## src/rtl/key_sender_if.sv

```systemverilog
// Key sender bus: request/key/verdict in, cable symbols, strobe and status out.
interface key_sender_if;
  logic       start;
  logic [7:0] keyIn;
  logic [1:0] keyStatus;
  logic       cable1;
  logic       cable2;
  logic       pulsed;
  logic       busy;
  logic       done;
  logic [1:0] result;

  modport master (
    output start, keyIn, keyStatus,
    input  cable1, cable2, pulsed, busy, done, result
  );

  modport slave (
    input  start, keyIn, keyStatus,
    output cable1, cable2, pulsed, busy, done, result
  );
endinterface

```

## src/rtl/key_sender.sv

```systemverilog
// key_sender: sends an 8-bit key as four strobed 2-bit symbols, then captures the verdict.
// Optional KEY_SENDER_RETRY_EN: one automatic resend after an ERROR verdict.
module key_sender #(
  parameter int SETUP_CYC = 2,
  parameter int PULSE_CYC = 2,
  parameter int GAP_CYC   = 2,
  parameter int RESP_WAIT = 4
) (
  input logic         clk,
  input logic         reset,
  key_sender_if.slave bus
);
  typedef enum logic [2:0] {
    S_IDLE, S_SETUP, S_PULSE, S_GAP, S_RESP, S_DONE
  } state_t;

  localparam logic [1:0] ST_ERROR  = 2'd2;
  localparam logic [1:0] ST_NOKEY  = 2'd3;
  localparam logic [3:0] SETUP_END = 4'(SETUP_CYC - 1);
  localparam logic [3:0] PULSE_END = 4'(PULSE_CYC - 1);
  localparam logic [3:0] GAP_END   = 4'(GAP_CYC - 1);
  localparam logic [3:0] RESP_CAP  = 4'(RESP_WAIT - 1);
  localparam logic [3:0] RESP_LAST = 4'(RESP_WAIT);

  state_t     r_state;
  logic [3:0] r_cnt;
  logic [1:0] r_idx;
  logic [7:0] r_key;
  logic [1:0] r_sync1;
  logic [1:0] r_sync2;
  logic       r_cable1;
  logic       r_cable2;
  logic       r_pulsed;
  logic       r_busy;
  logic       r_done;
  logic [1:0] r_result;
`ifdef KEY_SENDER_RETRY_EN
  logic       r_retried;
`endif

  logic [1:0] w_next_sym;
  assign w_next_sym = r_key[{r_idx + 2'd1, 1'b0} +: 2];

  // keyStatus is asynchronous to clk
  always_ff @(posedge clk) begin
    if (!reset) begin
      r_sync1 <= ST_NOKEY;
      r_sync2 <= ST_NOKEY;
    end else begin
      r_sync1 <= bus.keyStatus;
      r_sync2 <= r_sync1;
    end
  end

  always_ff @(posedge clk) begin
    if (!reset) begin
      r_state  <= S_IDLE;
      r_cnt    <= '0;
      r_idx    <= '0;
      r_key    <= '0;
      r_cable1 <= 1'b0;
      r_cable2 <= 1'b0;
      r_pulsed <= 1'b0;
      r_busy   <= 1'b0;
      r_done   <= 1'b0;
      r_result <= ST_NOKEY;
`ifdef KEY_SENDER_RETRY_EN
      r_retried <= 1'b0;
`endif
    end else begin
      r_done <= 1'b0;
      unique case (r_state)
        S_IDLE: begin
          if (bus.start) begin
            r_key    <= bus.keyIn;
            r_idx    <= '0;
            r_cnt    <= '0;
            r_cable1 <= bus.keyIn[1];
            r_cable2 <= bus.keyIn[0];
            r_busy   <= 1'b1;
            r_state  <= S_SETUP;
`ifdef KEY_SENDER_RETRY_EN
            r_retried <= 1'b0;
`endif
          end
        end
        S_SETUP: begin
          if (r_cnt == SETUP_END) begin
            r_cnt    <= '0;
            r_pulsed <= 1'b1;
            r_state  <= S_PULSE;
          end else begin
            r_cnt <= r_cnt + 4'd1;
          end
        end
        S_PULSE: begin
          if (r_cnt == PULSE_END) begin
            r_cnt    <= '0;
            r_pulsed <= 1'b0;
            r_state  <= S_GAP;
          end else begin
            r_cnt <= r_cnt + 4'd1;
          end
        end
        S_GAP: begin
          if (r_cnt == GAP_END) begin
            r_cnt <= '0;
            if (r_idx == 2'd3) begin
              r_state <= S_RESP;
            end else begin
              r_idx    <= r_idx + 2'd1;
              r_cable1 <= w_next_sym[1];
              r_cable2 <= w_next_sym[0];
              r_state  <= S_SETUP;
            end
          end else begin
            r_cnt <= r_cnt + 4'd1;
          end
        end
        S_RESP: begin
          r_cnt <= r_cnt + 4'd1;
          if (r_cnt == RESP_CAP) begin
            r_result <= r_sync2;
`ifdef KEY_SENDER_RETRY_EN
            if (!r_retried && r_sync2 == ST_ERROR) begin
              r_retried <= 1'b1;
              r_idx     <= '0;
              r_cnt     <= '0;
              r_cable1  <= r_key[1];
              r_cable2  <= r_key[0];
              r_state   <= S_SETUP;
            end
`endif
          end
          // one settle cycle after capture before done
          if (r_cnt == RESP_LAST) begin
            r_done  <= 1'b1;
            r_state <= S_DONE;
          end
        end
        S_DONE: begin
          r_busy  <= 1'b0;
          r_state <= S_IDLE;
        end
        default: r_state <= S_IDLE;
      endcase
    end
  end

  assign bus.cable1 = r_cable1;
  assign bus.cable2 = r_cable2;
  assign bus.pulsed = r_pulsed;
  assign bus.busy   = r_busy;
  assign bus.done   = r_done;
  assign bus.result = r_result;
endmodule

```

## src/flat_wrapper.sv

```systemverilog
// flat-port wrapper written by rule: the top's interface ports become plain ports
module key_sender_flat 
#(
  parameter int SETUP_CYC = 2,
  parameter int PULSE_CYC = 2,
  parameter int GAP_CYC   = 2,
  parameter int RESP_WAIT = 4
)
  (clk, reset, bus_start, bus_keyIn, bus_keyStatus, bus_cable1, bus_cable2, bus_pulsed, bus_busy, bus_done, bus_result);
  key_sender_if bus_i ();
  input logic clk;
  input logic reset;
  input wire logic [$bits(bus_i.start)-1:0] bus_start;
  input wire logic [$bits(bus_i.keyIn)-1:0] bus_keyIn;
  input wire logic [$bits(bus_i.keyStatus)-1:0] bus_keyStatus;
  output wire logic [$bits(bus_i.cable1)-1:0] bus_cable1;
  output wire logic [$bits(bus_i.cable2)-1:0] bus_cable2;
  output wire logic [$bits(bus_i.pulsed)-1:0] bus_pulsed;
  output wire logic [$bits(bus_i.busy)-1:0] bus_busy;
  output wire logic [$bits(bus_i.done)-1:0] bus_done;
  output wire logic [$bits(bus_i.result)-1:0] bus_result;
  assign bus_i.start = bus_start;
  assign bus_i.keyIn = bus_keyIn;
  assign bus_i.keyStatus = bus_keyStatus;
  assign bus_cable1 = bus_i.cable1;
  assign bus_cable2 = bus_i.cable2;
  assign bus_pulsed = bus_i.pulsed;
  assign bus_busy = bus_i.busy;
  assign bus_done = bus_i.done;
  assign bus_result = bus_i.result;
  key_sender #(.SETUP_CYC(SETUP_CYC), .PULSE_CYC(PULSE_CYC), .GAP_CYC(GAP_CYC), .RESP_WAIT(RESP_WAIT)) u_core (.clk(clk), .reset(reset), .bus(bus_i));
endmodule
```

## config.mk

```make
export PLATFORM = sky130hd
export DESIGN_NAME = key_sender_flat
export DESIGN_NICKNAME = d
export VERILOG_FILES = /design/src/rtl/key_sender_if.sv /design/src/rtl/key_sender.sv /design/src/flat_wrapper.sv
export SDC_FILE = /design/constraint.sdc
export NUM_CORES = 1
export LEC_CHECK = 0
export BUFFER_PORTS_ARGS = -buffer_cell sky130_fd_sc_hd__buf_2
export CORE_UTILIZATION = 25
export DETAILED_ROUTE_END_ITERATION = 6
export PLACE_DENSITY = 0.4
export SYNTH_ARGS = -nofsm -noshare
export SYNTH_HDL_FRONTEND = slang
export SYNTH_SLANG_ARGS = --single-unit
```

## constraint.sdc

```tcl
create_clock -name clk -period 2.17 [get_ports clk]
set_input_delay 0.217 -clock clk [delete_from_list [all_inputs] [get_ports clk]]
set_output_delay 0.217 -clock clk [all_outputs]
set_load 0.05 [all_outputs]
```

# After elaboration in Yosys (flattened, before gate mapping)
# Index checks and enable logic that the tools add are counted.
[totals]
register_bits = 28
input_bits = 13
output_inout_bits = 7
[classes]
n_addsub = 2
n_eq_ne = 15
n_shift = 1
n_mux = 28
n_reduce_logical = 14
[op_table]
columns = ["op", "n"]
rows = [
  ["2-to-1 mux 3 bit", 6],
  ["one-hot mux 3 bit (5 select lines)", 1],
  ["one-hot mux 4 bit (3 select lines)", 1],
  ["2-to-1 mux 1 bit", 10],
  ["AND reduction 2 bit", 5],
  ["2-to-1 mux 4 bit", 2],
  ["inequality test 2 x 1 -> 1 bit, second input constant", 4],
  ["one-hot mux 1 bit (2 select lines)", 4],
  ["indexed part select 8 x 4 -> 2 bit", 1],
  ["== test 3 x 2 -> 1 bit, second input constant", 2],
  ["== test 3 bit, second input constant", 2],
  ["2-to-1 mux 2 bit", 3],
  ["nonzero test 2 bit", 3],
  ["AND reduction 5 bit", 1],
  ["adder 4 x 1 -> 4 bit, second input constant", 1],
  ["== test 4 x 1 -> 1 bit, second input constant", 1],
  ["== test 4 x 2 -> 1 bit, second input constant", 1],
  ["== test 4 x 3 -> 1 bit, second input constant", 1],
  ["inequality test 2 bit, second input constant", 2],
  ["one-hot mux 2 bit (2 select lines)", 1],
  ["AND reduction 4 bit", 1],
  ["== test 3 x 1 -> 1 bit, second input constant", 1],
  ["zero test 3 bit", 1],
  ["AND reduction 3 bit", 1],
  ["other kinds (4)", 4],
]

# Logic depth before layout (Yosys ltp)
[depth]
depth_word = 5
ltp_mapped = 6
ltp_nobuf = 6

# Worst setup path before layout
# Ideal clock, no wire load.
[synth_path]
kind = "flip-flop to flip-flop"
start = "register u_core.r_cnt[0]"
end = "register u_core.r_idx[1]"
arrival_ns = 1.526
required_ns = 2.038
path_slack_ns = 0.512
path_stages_with_launch = 6
n_path_buf = 0
period_less_slack_ns = 1.658
path_cell_list = "dfxtp_1 -> ha_1 -> or3b_4 -> o41ai_4 -> nand2b_1 -> a21oi_1"
[synth_between]
elab_chain_len = 3
[synth_lines]
columns = ["item", "line_no", "text"]
rows = [
  ["from (decl)", "key_sender.sv:26", "logic [3:0] r_cnt;"],
  ["from (signal assigned)", "key_sender.sv:93", "r_cnt <= r_cnt + 4'd1;"],
  ["from (signal assigned)", "key_sender.sv:102", "r_cnt <= r_cnt + 4'd1;"],
  ["from (signal assigned)", "key_sender.sv:117", "r_cnt <= r_cnt + 4'd1;"],
  ["== test 4 x 1 -> 1 bit", "key_sender.sv:106", "if (r_cnt == GAP_END) begin"],
  ["inequality test 2 x 1 -> 1 bit (no line)", "-", ""],
  ["AND reduction 4 bit (no line)", "-", ""],
  ["to (signal assigned)", "key_sender.sv:111", "r_idx <= r_idx + 2'd1;"],
  ["to (decl)", "key_sender.sv:27", "logic [1:0] r_idx;"],
]
# Every way passes these cells.
# A chain may end at the register's enable or synchronous reset.

# Worst setup path after layout
[layout_path]
start = "register u_core.r_cnt[0]"
end = "register u_core.r_idx[0]"
# Same word-level chain as after synthesis.

==> results.txt <==
----------------------------------------------------
[Place]
  IO buf count ... 19
  RD Place Congestion ... around 0.77
  Detailed-placement wirelength estimate ... approximately 2 mm

[Setup path]
  Data arrival, critical path ... 2010 ps
  Worst flop-to-flop path startpoint ... u_core.r_cnt[0]
  R2r endpoint ... u_core.r_idx[0]
  Register-to-Register Path Depth ... 5
  Critical path required time ... 2360 ps
  Category of the worst setup path launch point ... register
  Kind of capture point of the worst setup path ... register
  Crit Path Category ... reg2reg
  Crit path max fanout ... 8
  Register-to-Register Setup Slack ... 350 ps

[Clocking]
  Clock Root Buffer ... sky130_fd_sc_hd__clkbuf_8
  Number of buffers on the longest clock path ... 2
  Clock Latency Late Sink ... approximately 270 ps
  CTS Buf Count ... 3
  Post-CTS Hold Buffers ... 0
  Number of buffers inserted by post-CTS setup repair ... 0
  TritonCTS clock tree ... built
  Post-CTS resize count ... 0
  Max H-tree Level ... 1
  Clock slew at the register clock pins of the worst setup and hold paths ... 90 ps
  Clock sinks ... 28

[Hold path]
  Worst hold path stage count ... 2
  Startpoint of the most critical hold path ... bus_keyStatus[1]
  Type of the worst min-delay path ... in2reg
  Endpoint with the worst hold slack ... u_core.r_sync1[1]

[Floorplanning]
  Initial cell density of the core ... 0.2642
  Total die area ... around 0.0054 sq mm
  Count of standard-cell rows ... 25
  Io pins ... 20
  Width of the chip ... ~73 microns
  Die height ... 73.35 microns
  Area of the core ... between 0.004 and 0.005 sq mm

[Synth]
  Synthesized netlist net count ... 161
  Sequential area share after synthesis ... 0.4405
  Average instance area after synthesis ... roughly 8.8 sq um
  Flop and latch count out of synthesis ... 28
  Netlist area before placement ... between 0.001 and 0.0015 sq mm
  Ys flop type ... sky130_fd_sc_hd__dfxtp_1
  Count of flip-flops with a built-in enable after synthesis ... 0
  Fraction of synthesis flops using an asynchronous set or reset pin ... 0
  Count of cell types in the netlist ... 37
  Synth warn ... 0
  Number of instances in the synthesized netlist ... 144

[STA]
  Share of the cycle needed by the critical path after routing ... 0.8408
  Worst clock skew ... a little over 3 ps
  Min cycle time layout ... 1825 ps
  Worst slew pin tran ... 626.9 ps
  Final count of negative-setup-slack endpoints ... 0
  Post-Route Setup TNS ... 0 ps
  Highest achievable clock rate ... 0.5481 GHz
  Final number of max-transition violations ... 0
  Unrepaired setup endpoints after global routing ... no
  Relative slew slack ... 0.5776
  Number of hold violations in the final report ... 0

[Route]
  Overall via count from detail_route ... 1007
  Number of DRC markers after the initial detailed-route iteration ... 67
  Total Wirelength ... 2.679 mm
  Detail-routed via count per cell ... 4.417
  Number of routed nets with antenna violations ... 0
  Drt first pass iters ... 4
  WL per Instance ... 11.75 microns
  Number of remaining DRC errors ... 0

[GRT]
  Number of global-route vias before repair ... 993
  Global-route wire length before repair ... 4.574 mm
  Initial antenna violation count ... 0
  GRT Resource Usage Total ... 0.1112
  Pin count of the biggest net entering global routing ... 19
  Final global-route overflow total ... 0

[Run]
  Count of max-cap constraint violations ... 0

[Final layout]
  Total number of nets in the final design ... 180
  Final core area utilization ... 0.3083
  Multi-input gate area ... 659.4 sq um
  Filler Cell Count ... around 540
  Share of cells above drive strength 1 ... 0.1925
  Storage cell area ... 560.5 sq um
  Count of antenna diodes in the layout ... 0
  Leading cell type in the layout, fill and taps excluded ... sky130_fd_sc_hd__dfxtp_1
  Area Growth Syn to Fin ... 16.72%
  Most frequent cells in the layout ... 28 x sky130_fd_sc_hd__dfxtp_1, 23 x sky130_fd_sc_hd__nand2_1, 19 x sky130_fd_sc_hd__buf_2, 16 x sky130_fd_sc_hd__a21oi_1

[Outcome]
  Status ... finished clean

[Pwr]
  Power density over the cells ... between 700 and 800 mW/mm^2
  Worst IR Drop VDD ... 0.3118 mV
  Leakage Power ... between 0.5 and 0.6 nW

----------------------------------------------------
-- sequential cells by signal (all words and copies together), names as in the netlist --
name and count:
u_core.r_idx 2, u_core.r_sync1 2, u_core.bus.result 2, u_core.bus.cable2 1, u_core.r_state 3, u_core.bus.cable1 1, u_core.bus.busy 1, u_core.r_key 8
u_core.r_sync2 2, u_core.bus.pulsed 1, u_core.bus.done 1, u_core.r_cnt 4
-- cell usage after synthesis (2+ instances only) --
cell                       count  share of area
sky130_fd_sc_hd__a211oi_1      2          0.012
sky130_fd_sc_hd__and2_1        2         0.0098
sky130_fd_sc_hd__nor3b_1       4          0.024
sky130_fd_sc_hd__o21ai_1       2         0.0079
sky130_fd_sc_hd__nor2_1        6          0.018
sky130_fd_sc_hd__o21ai_0       6          0.024
sky130_fd_sc_hd__mux4_2        2          0.035
sky130_fd_sc_hd__nand3_1       3          0.012
sky130_fd_sc_hd__dfxtp_1      28           0.44
sky130_fd_sc_hd__mux2i_1       4          0.031
sky130_fd_sc_hd__a21oi_1      16          0.063
sky130_fd_sc_hd__inv_1         5          0.015
sky130_fd_sc_hd__clkbuf_1      7          0.021
sky130_fd_sc_hd__ha_1          4          0.039
sky130_fd_sc_hd__nand2_1      23          0.068
sky130_fd_sc_hd__nor3_1        4          0.016
sky130_fd_sc_hd__nand2b_1      6          0.030
-- through the flow --
| step | hold WS, ps | instance area [sq um] | worst slack, ps | std cells | total power [mW] |
|---|---|---|---|---|---|
| 3_3_place_gp | 396.4 | 1444 | 421.2 | 225 | 0.8397 |
| 3_5_place_dp | 397.2 | 1444 | 356.0 | 225 | 0.8437 |
| 5_1_grt | 122.0 | 1485 | 189.5 | 228 | 1.179 |
| 6_report | 125.7 | 1485 | 345.4 | 228 | 1.101 |
| 4_1_cts | 119.4 | 1485 | 331.9 | 228 | 1.125 |
| 2_1_floorplan | 318.5 | 1272 | 512.2 | 144 | 0.7766 |
-- layout make-up --
cell class / instances / area share
inverter: 6 / 0.01516
clock buffer: 3 / 0.02780
sequential: 28 / 0.3774
tap: 67 / 0.05644
multi-input combinational: 102 / 0.4440
timing repair buffer: 22 / 0.07919
-- worst max path at each step --
stage	startpoint	to	slack [ps]	depth (start not counted)
floorplan	u_core.r_cnt[0]	u_core.r_idx[1]	510	5
global placement	u_core.r_cnt[0]	u_core.r_idx[1]	420	5
detailed placement	u_core.r_cnt[0]	u_core.r_idx[0]	360	5
CTS	u_core.r_cnt[0]	u_core.r_idx[0]	330	5
global route	u_core.r_cnt[0]	u_core.r_idx[0]	190	5
finish	u_core.r_cnt[0]	u_core.r_idx[0]	350	5
-- worst max-delay path, stage by stage (launching register included) --
cell and delay, ps:
sky130_fd_sc_hd__dfxtp_1 400, sky130_fd_sc_hd__ha_1 180, sky130_fd_sc_hd__or3b_4 400, sky130_fd_sc_hd__o41ai_4 470, sky130_fd_sc_hd__nand3b_1 130, sky130_fd_sc_hd__a21oi_1 160
-- layer usage --
layer | vias to the layer above | routed length [microns] | global-route usage
met5 | - | 0 | 0
met2 | 14 | 1268 | 0.1770
met4 | 0 | 25 | 0.04487
met3 | 2 | 82 | 0.02058
met1 | 456 | 1302 | 0.1482
li1 | 535 | - | -
-- cells by family (layout without fill, tap and decap cells) --
kind of cell / Yosys count / count (layout) / share of synthesized area
DFF: 28 / 28 / 0.4405
adders and majority gates: 5 / 5 / 0.04720
and+or+nand+nor: 58 / 58 / 0.2380
xor gates and xnor gates: 1 / 1 / 0.006884
buffers and inverters: 14 / 31 / 0.04130
AOI/OAI and AO/OA: 32 / 32 / 0.1593
muxes: 6 / 6 / 0.06686
-- power breakdown --
group / internal, mW / switching, mW / total, mW
clock network: 0.124 / 0.149 / 0.273
registers: 0.552 / 0.0231 / 0.575
logic: 0.0986 / 0.154 / 0.253
No activity file was read; power rests on OpenSTA's default activity.
